`src/rtl/alu_pkg.sv`:
```
// Shared definitions for the ALU result queue: default word width, ALU control
// codes, the queue entry record and the occupancy state encoding.
package alu_pkg;

    localparam int ALU_WIDTH = 32;

    localparam logic [2:0] CTRL_AND = 3'b000;
    localparam logic [2:0] CTRL_OR  = 3'b001;
    localparam logic [2:0] CTRL_ADD = 3'b010;
    localparam logic [2:0] CTRL_SUB = 3'b110;
    localparam logic [2:0] CTRL_SLT = 3'b111;

    // Field order matches the flat storage word: {control, negative, zero, overflow, out}
    typedef struct packed {
        logic [2:0]           control;
        logic                 negative;
        logic                 zero;
        logic                 overflow;
        logic [ALU_WIDTH-1:0] out;
    } alu_entry_t;

    typedef enum logic [1:0] {
        Q_EMPTY   = 2'd0,
        Q_PARTIAL = 2'd1,
        Q_FULL    = 2'd2
    } occ_state_t;

endpackage

```
`src/rtl/alu_result_queue_if.sv`:
```
// Producer/consumer bundle of the ALU result queue. The slave modport is the
// queue's view; the master modport is the ALU and result consumer side.
interface alu_result_queue_if
    import alu_pkg::*;
#(
    parameter int WIDTH = ALU_WIDTH,
    parameter int DEPTH = 4
);
    logic                       in_valid;
    logic                       in_ready;
    logic [WIDTH-1:0]           in_out;
    logic                       in_overflow;
    logic                       in_zero;
    logic                       in_negative;
    logic [2:0]                 in_control;
    logic                       res_valid;
    logic                       res_ready;
    logic [WIDTH-1:0]           res_out;
    logic                       res_overflow;
    logic                       res_zero;
    logic                       res_negative;
    logic [2:0]                 res_control;
    logic [$clog2(DEPTH):0]     count;

    modport master (
        output in_valid, in_out, in_overflow, in_zero, in_negative, in_control, res_ready,
        input  in_ready, res_valid, res_out, res_overflow, res_zero, res_negative,
               res_control, count
    );

    modport slave (
        input  in_valid, in_out, in_overflow, in_zero, in_negative, in_control, res_ready,
        output in_ready, res_valid, res_out, res_overflow, res_zero, res_negative,
               res_control, count
    );

endinterface

```
`src/rtl/alu_fifo_mem.sv`:
```
// Queue storage: DEPTH words, one synchronous write port, one asynchronous read
// port. Contents are not reset; validity is tracked by the queue control.
module alu_fifo_mem #(
    parameter int EW    = 38,
    parameter int DEPTH = 4,
    parameter int AW    = $clog2(DEPTH)
) (
    input  logic          clk,
    input  logic          we,
    input  logic [AW-1:0] waddr,
    input  logic [EW-1:0] wdata,
    input  logic [AW-1:0] raddr,
    output logic [EW-1:0] rdata
);

    logic [EW-1:0] mem [DEPTH];

    always_ff @(posedge clk) begin
        if (we) mem[waddr] <= wdata;
    end

    assign rdata = mem[raddr];

endmodule

```
`src/rtl/alu_result_queue.sv`:
```
// FIFO of ALU results with flags and control tag. Optional overflow statistics
// (sticky flag and saturating counter) are built when ALU_STICKY_OVF_EN is defined.
//
// state     | meaning
// Q_EMPTY   | count == 0, res_valid low, head outputs forced to zero
// Q_PARTIAL | 0 < count < DEPTH, push and pop both possible
// Q_FULL    | count == DEPTH, in_ready low, only pops allowed
module alu_result_queue
    import alu_pkg::*;
#(
    parameter int WIDTH = ALU_WIDTH,
    parameter int DEPTH = 4
) (
    input  logic                clk,
    input  logic                reset,
    alu_result_queue_if.slave   q
`ifdef ALU_STICKY_OVF_EN
    ,
    input  logic                clear_sticky,
    output logic                sticky_ovf,
    output logic [7:0]          ovf_count
`endif
);

    localparam int PW = $clog2(DEPTH);
    localparam int CW = PW + 1;
    localparam int EW = WIDTH + 6;

    logic [PW-1:0] wr_ptr, rd_ptr;
    logic [CW-1:0] count_q;
    occ_state_t    state;
    logic          in_ready_q, res_valid_q;
    logic          push, pop;
    logic [EW-1:0] wdata, rdata;

    // Handshakes use only registered status, so res_ready never reaches in_ready.
    assign push  = q.in_valid && in_ready_q;
    assign pop   = res_valid_q && q.res_ready;
    assign wdata = {q.in_control, q.in_negative, q.in_zero, q.in_overflow, q.in_out};

    alu_fifo_mem #(.EW(EW), .DEPTH(DEPTH), .AW(PW)) u_mem (
        .clk   (clk),
        .we    (push),
        .waddr (wr_ptr),
        .wdata (wdata),
        .raddr (rd_ptr),
        .rdata (rdata)
    );

    always_ff @(posedge clk or posedge reset) begin
        if (reset) begin
            state       <= Q_EMPTY;
            wr_ptr      <= '0;
            rd_ptr      <= '0;
            count_q     <= '0;
            in_ready_q  <= 1'b1;
            res_valid_q <= 1'b0;
        end else begin
            if (push) wr_ptr <= wr_ptr + PW'(1);
            if (pop)  rd_ptr <= rd_ptr + PW'(1);
            case ({push, pop})
                2'b10:   count_q <= count_q + CW'(1);
                2'b01:   count_q <= count_q - CW'(1);
                default: count_q <= count_q;
            endcase
            unique case (state)
                Q_EMPTY: begin
                    if (push) begin
                        state       <= Q_PARTIAL;
                        res_valid_q <= 1'b1;
                    end
                end
                Q_PARTIAL: begin
                    if (push && !pop && count_q == CW'(DEPTH - 1)) begin
                        state      <= Q_FULL;
                        in_ready_q <= 1'b0;
                    end else if (pop && !push && count_q == CW'(1)) begin
                        state       <= Q_EMPTY;
                        res_valid_q <= 1'b0;
                    end
                end
                Q_FULL: begin
                    if (pop) begin
                        state      <= Q_PARTIAL;
                        in_ready_q <= 1'b1;
                    end
                end
                default: begin
                    state       <= Q_EMPTY;
                    in_ready_q  <= 1'b1;
                    res_valid_q <= 1'b0;
                end
            endcase
        end
    end

    assign q.in_ready     = in_ready_q;
    assign q.res_valid    = res_valid_q;
    assign q.count        = count_q;
    assign q.res_out      = res_valid_q ? rdata[WIDTH-1:0] : '0;
    assign q.res_overflow = res_valid_q & rdata[WIDTH];
    assign q.res_zero     = res_valid_q & rdata[WIDTH+1];
    assign q.res_negative = res_valid_q & rdata[WIDTH+2];
    assign q.res_control  = res_valid_q ? rdata[WIDTH+5:WIDTH+3] : 3'b000;

`ifdef ALU_STICKY_OVF_EN
    logic ovf_push;
    assign ovf_push = push && q.in_overflow;

    // A clear in the same cycle as an overflow push restarts the statistics at one event.
    always_ff @(posedge clk or posedge reset) begin
        if (reset) begin
            sticky_ovf <= 1'b0;
            ovf_count  <= 8'd0;
        end else if (clear_sticky) begin
            sticky_ovf <= ovf_push;
            ovf_count  <= {7'd0, ovf_push};
        end else if (ovf_push) begin
            sticky_ovf <= 1'b1;
            if (ovf_count != 8'hFF) ovf_count <= ovf_count + 8'd1;
        end
    end
`endif

endmodule
```
`src/flat_wrapper.sv`:
```
// flat-port wrapper written by rule: the top's interface ports become plain ports
module alu_result_queue_flat import alu_pkg::*;
#(
    parameter int WIDTH = ALU_WIDTH,
    parameter int DEPTH = 4
)
  (clk, reset, q_in_valid, q_in_out, q_in_overflow, q_in_zero, q_in_negative, q_in_control, q_res_ready, q_in_ready, q_res_valid, q_res_out, q_res_overflow, q_res_zero, q_res_negative, q_res_control, q_count);
  alu_result_queue_if #(.WIDTH(WIDTH), .DEPTH(DEPTH)) q_i ();
  input  logic clk;
  input  logic reset;
  input wire logic [$bits(q_i.in_valid)-1:0] q_in_valid;
  input wire logic [$bits(q_i.in_out)-1:0] q_in_out;
  input wire logic [$bits(q_i.in_overflow)-1:0] q_in_overflow;
  input wire logic [$bits(q_i.in_zero)-1:0] q_in_zero;
  input wire logic [$bits(q_i.in_negative)-1:0] q_in_negative;
  input wire logic [$bits(q_i.in_control)-1:0] q_in_control;
  input wire logic [$bits(q_i.res_ready)-1:0] q_res_ready;
  output wire logic [$bits(q_i.in_ready)-1:0] q_in_ready;
  output wire logic [$bits(q_i.res_valid)-1:0] q_res_valid;
  output wire logic [$bits(q_i.res_out)-1:0] q_res_out;
  output wire logic [$bits(q_i.res_overflow)-1:0] q_res_overflow;
  output wire logic [$bits(q_i.res_zero)-1:0] q_res_zero;
  output wire logic [$bits(q_i.res_negative)-1:0] q_res_negative;
  output wire logic [$bits(q_i.res_control)-1:0] q_res_control;
  output wire logic [$bits(q_i.count)-1:0] q_count;
  assign q_i.in_valid = q_in_valid;
  assign q_i.in_out = q_in_out;
  assign q_i.in_overflow = q_in_overflow;
  assign q_i.in_zero = q_in_zero;
  assign q_i.in_negative = q_in_negative;
  assign q_i.in_control = q_in_control;
  assign q_i.res_ready = q_res_ready;
  assign q_in_ready = q_i.in_ready;
  assign q_res_valid = q_i.res_valid;
  assign q_res_out = q_i.res_out;
  assign q_res_overflow = q_i.res_overflow;
  assign q_res_zero = q_i.res_zero;
  assign q_res_negative = q_i.res_negative;
  assign q_res_control = q_i.res_control;
  assign q_count = q_i.count;
  alu_result_queue #(.WIDTH(WIDTH), .DEPTH(DEPTH)) u_core (.clk(clk), .reset(reset), .q(q_i));
endmodule
```
`config.mk`:
```
export PLATFORM = sky130hd
export DESIGN_NAME = alu_result_queue_flat
export DESIGN_NICKNAME = d
export VERILOG_FILES = /design/src/rtl/alu_pkg.sv /design/src/rtl/alu_result_queue_if.sv /design/src/rtl/alu_fifo_mem.sv /design/src/rtl/alu_result_queue.sv /design/src/flat_wrapper.sv
export SDC_FILE = /design/constraint.sdc
export NUM_CORES = 1
export LEC_CHECK = 0
export CAP_MARGIN = 20
export CORE_MARGIN = 5
export CORE_UTILIZATION = 59
export CTS_CLUSTER_SIZE = 14
export DETAILED_ROUTE_END_ITERATION = 10
export PLACE_DENSITY = 0.85
export RECOVER_POWER = 25
export SYNTH_ARGS = -nofsm -noshare
export SYNTH_HDL_FRONTEND = slang
export SYNTH_SLANG_ARGS = --single-unit
```
`constraint.sdc`:
```
create_clock -name clk -period 3.85 [get_ports clk]
set_input_delay 0.5775 -clock clk [delete_from_list [all_inputs] [get_ports clk]]
set_output_delay 0.5775 -clock clk [all_outputs]
set_load 0.02 [all_outputs]
```
# ---- Yosys cells after proc, flatten, opt, wreduce, memory -nomap -nowiden
# Memories as Yosys holds them, arrays and structs flattened.
# Cells that the tools add are included.
dict set report op_classes {
  add_sub_neg 4
  eq_ne 12
  muxes 17
  n_bitwise 5
  reduce_logical 13
}
# cell count
set op_table {}
lappend op_table {{$mux 32} 1}
lappend op_table {{$mux 2} 4}
lappend op_table {{$ne 2x1->1 const B} 4}
lappend op_table {{$mux 1} 7}
lappend op_table {{$logic_and 1x1->1} 6}
lappend op_table {{$pmux 1 s3} 2}
lappend op_table {{$pmux 2 s3} 1}
lappend op_table {{$pmux 3 s2} 1}
lappend op_table {{$reduce_and 3->1} 2}
lappend op_table {{$add 2x1->2 const B} 2}
lappend op_table {{$eq 2x1->1 const B} 2}
lappend op_table {{$eq 2x2->1 const B} 2}
lappend op_table {{$reduce_and 4->1} 1}
lappend op_table {{$add 3x1->3 const B} 1}
lappend op_table {{$and 1x1->1} 3}
lappend op_table {{$eq 3x1->1 const B} 1}
lappend op_table {{$eq 3x2->1 const B} 1}
lappend op_table {{$mux 3} 1}
lappend op_table {{$ne 3x1->1 const B} 1}
lappend op_table {{$sub 3x1->3 const B} 1}
lappend op_table {{$logic_not 1->1} 2}
lappend op_table {{$logic_not 2->1} 1}
lappend op_table {{$ne 2x2->1 const B} 1}
lappend op_table {{$not 1->1} 2}
lappend op_table {{$reduce_bool 2->1} 1}
dict set report word_totals {
  ff_bits 11
  ram_bits 152
  in_bits 42
  out_inout_bits 43
  elab_cells 58
  mem_count 1
}
# name words word_bits read_ports rd_clocked_by_memory_dff wr line
set memory_table {}
lappend memory_table {u_core.u_mem.mem 4 38 1 0 1 alu_fifo_mem.sv:16} ;# logic [EW-1:0] mem [DEPTH];

# ---- Logic depth before layout (Yosys ltp)
dict set report logic_depth {
  word_depth 7
  mapped_depth 6
  depth_no_buf 6
}

# ---- By module
# From an unflattened synthesis, not the netlist that was laid out.
dict set report hier_totals {
  cells_unflattened 300
  hier_area_um2 6379.9
}
# mod instances cells_each area_each_um2
set by_module_without_submodules {}
lappend by_module_without_submodules {alu_fifo_mem 1 202 5529.1}
lappend by_module_without_submodules {alu_result_queue 1 98 850.8}

# ---- Worst setup path before layout
# Ideal clock, no wire load.
dict set report synth_timing {
  kind {reg-to-reg}
  from {register u_core.in_ready_q (netlist: u_core.q.in_ready)}
  to {memory u_core.u_mem.mem[0][0] (enable)}
  setup_ns 0.399
  arrival_time_ns 1.638
  t_required_ns 3.451
  slack_ns 1.813
  path_stages_with_launch 2
  n_path_buf 0
  cell_sequence {dfstp_2 > and3_1}
}
dict set report synth_via {
  elab_chain_len 3
}
# item line
set synth_rtl {}
lappend synth_rtl {{start: declaration} alu_result_queue.sv:32} ;# logic in_ready_q, res_valid_q;
lappend synth_rtl {{start signal: assignment} alu_result_queue.sv:56} ;# in_ready_q <= 1'b1;
lappend synth_rtl {{start signal: assignment} alu_result_queue.sv:76} ;# in_ready_q <= 1'b0;
lappend synth_rtl {{start signal: assignment} alu_result_queue.sv:85} ;# in_ready_q <= 1'b1;
lappend synth_rtl {{$logic_and 1x1->1} alu_result_queue.sv:37} ;# assign push = q.in_valid && in_ready_q;
lappend synth_rtl {{$mux 1} alu_fifo_mem.sv:19} ;# if (we) mem[waddr] <= wdata;
lappend synth_rtl {{$mux 1 (implied by the code)} alu_fifo_mem.sv:19}
lappend synth_rtl {{end: declaration} alu_fifo_mem.sv:16}
# No other way between the ends.

# ---- Worst setup path after layout
dict set report layout_timing {
  from {register u_core.rd_ptr[0]}
  to {output port q_res_out[15]}
}
dict set report layout_via {
  elab_chain_len 2
}
# item line
set layout_rtl {}
lappend layout_rtl {{start: declaration} alu_result_queue.sv:29} ;# logic [PW-1:0] wr_ptr, rd_ptr;
lappend layout_rtl {{start signal: assignment} alu_result_queue.sv:60} ;# if (pop) rd_ptr <= rd_ptr + PW'(1);
lappend layout_rtl {{$mem_v2 4x38} --}
lappend layout_rtl {{$mux 32} alu_result_queue.sv:100} ;# assign q.res_out = res_valid_q ? rdata[WIDTH-1:0] : '0;
lappend layout_rtl {{end: declaration} flat_wrapper.sv:20} ;# output wire logic [$bits(q_i.res_out)-1:0] q_res_out;
# No other way between the ends.

==> impl_metrics.env <==
export IMPL_status="completed"
export IMPL_synthDistinctLibCells=25
export IMPL_antenna_found_initial=1
export IMPL_htree_levels=4
export IMPL_detail_route_wl_per_cell_um=22.5
export IMPL_cts_resized=0
export IMPL_clock_skew_ns=0.0101
export IMPL_place_hpwl_mm=7.29
export IMPL_power_switching_w=0.00156
export IMPL_synth_compound_area_frac=0.0113
export IMPL_synthFlopType="edfxtp_1"
export IMPL_critPathLaunch="u_core.rd_ptr[0]"
export IMPL_worstMarginPinSlew_ns=1.04
export IMPL_power_internal_w=0.00370
export IMPL_portBuffers=84
export IMPL_hp_class="primary input to asynchronous set/reset pin"
export IMPL_required_ns=3.27
export IMPL_grt_pass1_vias=3496
export IMPL_finalSetupViolations=0
export IMPL_fillers=618
export IMPL_muxShareOfSynthArea=0.133
export IMPL_hold_viol=0
export IMPL_syn_area_um2=6440
export IMPL_clk_latency_ns=0.53
export IMPL_leakage_nw=2.66
export IMPL_final_util=0.738
export IMPL_worst_path_buf_inv=2
export IMPL_highest_layer="met4"
export IMPL_grt_pass1_wl_mm=19.2
export IMPL_power_frac_comb=0.313
export IMPL_gp_congestion=0.768
export IMPL_powerDensity_nw_per_um2=663
export IMPL_ys_ff_latch=163
export IMPL_slew_headroom=0.305
export IMPL_route_met3_wl_um=775
export IMPL_core_area_um2=10700
export IMPL_drt_wl_total_mm=12.6
export IMPL_peakVddDrop_mv=0.380
export IMPL_num_rows=38
export IMPL_slew_violations=0
export IMPL_yosysWarnings=0
export IMPL_r2r_start="u_core.wr_ptr[0]"
export IMPL_sw_frac_of_total=0.296
export IMPL_power_frac_clock=0.292
export IMPL_clk_pin_slew_ns=0.07
export IMPL_period_minus_slack_ns=3.33
export IMPL_layout_nets=456
export IMPL_areaGrowthSynthToFinish_pct=23.2
export IMPL_drv_cap=0
export IMPL_ctsHoldBuffers=0
export IMPL_io_pins=85
export IMPL_post_route_drc_count=0
export IMPL_cts_setup_buffers=0
export IMPL_initial_core_util=0.599
export IMPL_max_clock_freq_ghz=0.300
export IMPL_setup_tns_ns=0
export IMPL_rsz0062_at_grt="false"
export IMPL_vias=3252
export IMPL_ys_async_sr_fraction=0.0675
export IMPL_synth_area_per_cell_um2=20.9
export IMPL_worstSetupStartpointType="register"
export IMPL_synthCells=308
export IMPL_synthSimpleGateAreaFrac=0.0519
export IMPL_cts_root_buf="clkbuf_8"
export IMPL_syn_num_nets=360
export IMPL_viasPerCell=5.83
export IMPL_first_pass_iters=4
export IMPL_post_route_period_util=0.864
export IMPL_initialDrtViolationCount=192
export IMPL_wl_met1_mm=4.80
export IMPL_grt_max_degree=39
export IMPL_cts_num_sinks=163
export IMPL_grt_ovfl_total=0
export IMPL_layout_drive_gt1_share=0.197
export IMPL_multi_input_area_um2=1440
export IMPL_die_w_um=114
export IMPL_synth_top_family_by_area="multiplexers"
export IMPL_die_area_um2=13100
export IMPL_yosysSeqAreaShare=0.752
export IMPL_cp_slowest_cell="dfrtp_2"
export IMPL_endpoint_kind="output port"
export IMPL_synth_adder_area_share=0.0194
export IMPL_cts_tree="done"
export IMPL_crit_fanout=12
export IMPL_ff_latch_area_um2=4840
export IMPL_clk_path_buf_depth=2
export IMPL_synthXorXnorAreaFrac=0.00680
export IMPL_path_delay_family="buffers and inverters"
export IMPL_die_height_um=114
export IMPL_path_cells="buf_4 -> mux4_2 -> and2_1 -> clkdlybuf4s50_1"
export IMPL_synth_edf_count=152
export IMPL_cts_buffers=17
export IMPL_detail_route_antenna_nets=0
export IMPL_crit_arrival_ns=2.75
export IMPL_dr_wl_met2_mm=6.67
export IMPL_track_usage=0.201
export IMPL_pwr_share_seq=0.395
export IMPL_critPathKind="register to output port"
export IMPL_critPathMaxStageDelay_ns=0.63
## worst register-to-register path, stage by stage (launching register included)
cell	delay, ns
dfrtp_1	0.46
inv_1	0.12
ha_1	0.15
and3_2	0.86
## final timing paths
| kind | end | slack (ns) | cells after the start |
|---|---|---|---|
| worst min-delay path | u_core.state[0] | 0.48 | 2 |
| min in group clk | u_core.q.count[1] | 0.56 | 2 |
| worst max-delay path | q_res_out[15] | 0.52 | 4 |
| max in group asynchronous | u_core.rd_ptr[1] | 3.03 | 2 |
| worst max register to register | u_core.u_mem.mem[0][31] | 1.85 | 3 |
| worst min register to register | u_core.q.count[1] | 0.56 | 2 |
## per-stage QoR
step	total power, W	std cells	hold WS (ns)	area, µm²	worst slack (ns)
CTS	0.00531	557	0.350	7930	0.467
detailed placement	0.00378	525	0.547	7390	1.04
finish	0.00526	558	0.484	7930	0.522
global route	0.00548	558	0.533	7930	0.389
global placement	0.00374	525	0.520	7390	1.10
floorplan	0.00318	308	0.429	6440	1.81
## state kept, by name, summed over array words and instances, names as in the netlist
signal              count
u_core.u_mem.mem      152
u_core.q.count          3
u_core.rd_ptr           2
u_core.state            2
u_core.wr_ptr           2
u_core.q.in_ready       1
u_core.q.res_valid      1
## routing by layer
layer	up-vias	GRT usage
met5	-	0
met3	27	0.0449
met1	1666	0.253
li1	1415	-
met4	0	0.0831
met2	144	0.340
## cell families (layout without fill, tap and decap cells)
| family | after synthesis | in the layout |
|---|---|---|
| buffers and inverters | 23 | 132 |
| flip-flops | 163 | 163 |
| XOR/XNOR | 5 | 5 |
| AND/OR/NAND/NOR | 56 | 56 |
| other | 0 | 1 |
| adder cells (fa/ha/maj) | 10 | 10 |
| AO/OA/AOI/OAI | 13 | 13 |
| multiplexers | 38 | 38 |
## power by group through the flow
stage               registers, W  clock network, W  logic (W)
detailed placement       0.00212                 0    0.00165
finish                   0.00208           0.00154    0.00164
global route             0.00210           0.00164    0.00174
CTS                      0.00208           0.00154    0.00168
global placement         0.00212                 0    0.00162
floorplan                0.00204                 0    0.00114
## synthesized netlist by cell type (4+ instances only)
master / number / share of area
and2_1: 38 / 0.037
nand2_1: 4 / 0.0023
o21ai_0: 4 / 0.0031
a21oi_1: 5 / 0.0039
mux4_2: 38 / 0.13
inv_1: 10 / 0.0058
xnor2_1: 5 / 0.0068
dfrtp_1: 10 / 0.039
nand3_1: 4 / 0.0031
ha_1: 10 / 0.019
clkbuf_1: 5 / 0.0029
buf_12: 4 / 0.012
and3_1: 4 / 0.0039
edfxtp_1: 152 / 0.71
## cell usage in the layout (no fill, tap or decap), types with 3 or more instances in the layout
cell               n
o21ai_0            4
nor2_1             3
clkbuf_16         16
nand3_1            4
clkdlybuf4s50_1   60
inv_6              5
edfxtp_1         152
and2_1            38
and3_2             4
a21oi_1            5
inv_1             10
dlygate4sd3_1     24
mux4_2            38
xnor2_1            5
clkinvlp_4         3
nand2_1            4
dfrtp_1            8
ha_1              10
inv_8              3
buf_4              5
## cell type report
class | instances | share of cell area
clock buffers | 18 | 0.0527
inverters | 10 | 0.00473
well taps | 140 | 0.0221
repair buffers | 90 | 0.113
multi-input cells | 122 | 0.181
diodes | 1 | 0.000315
clock inverters | 14 | 0.0155
flip-flops and latches | 163 | 0.610
(Power assumes the default switching activity.)
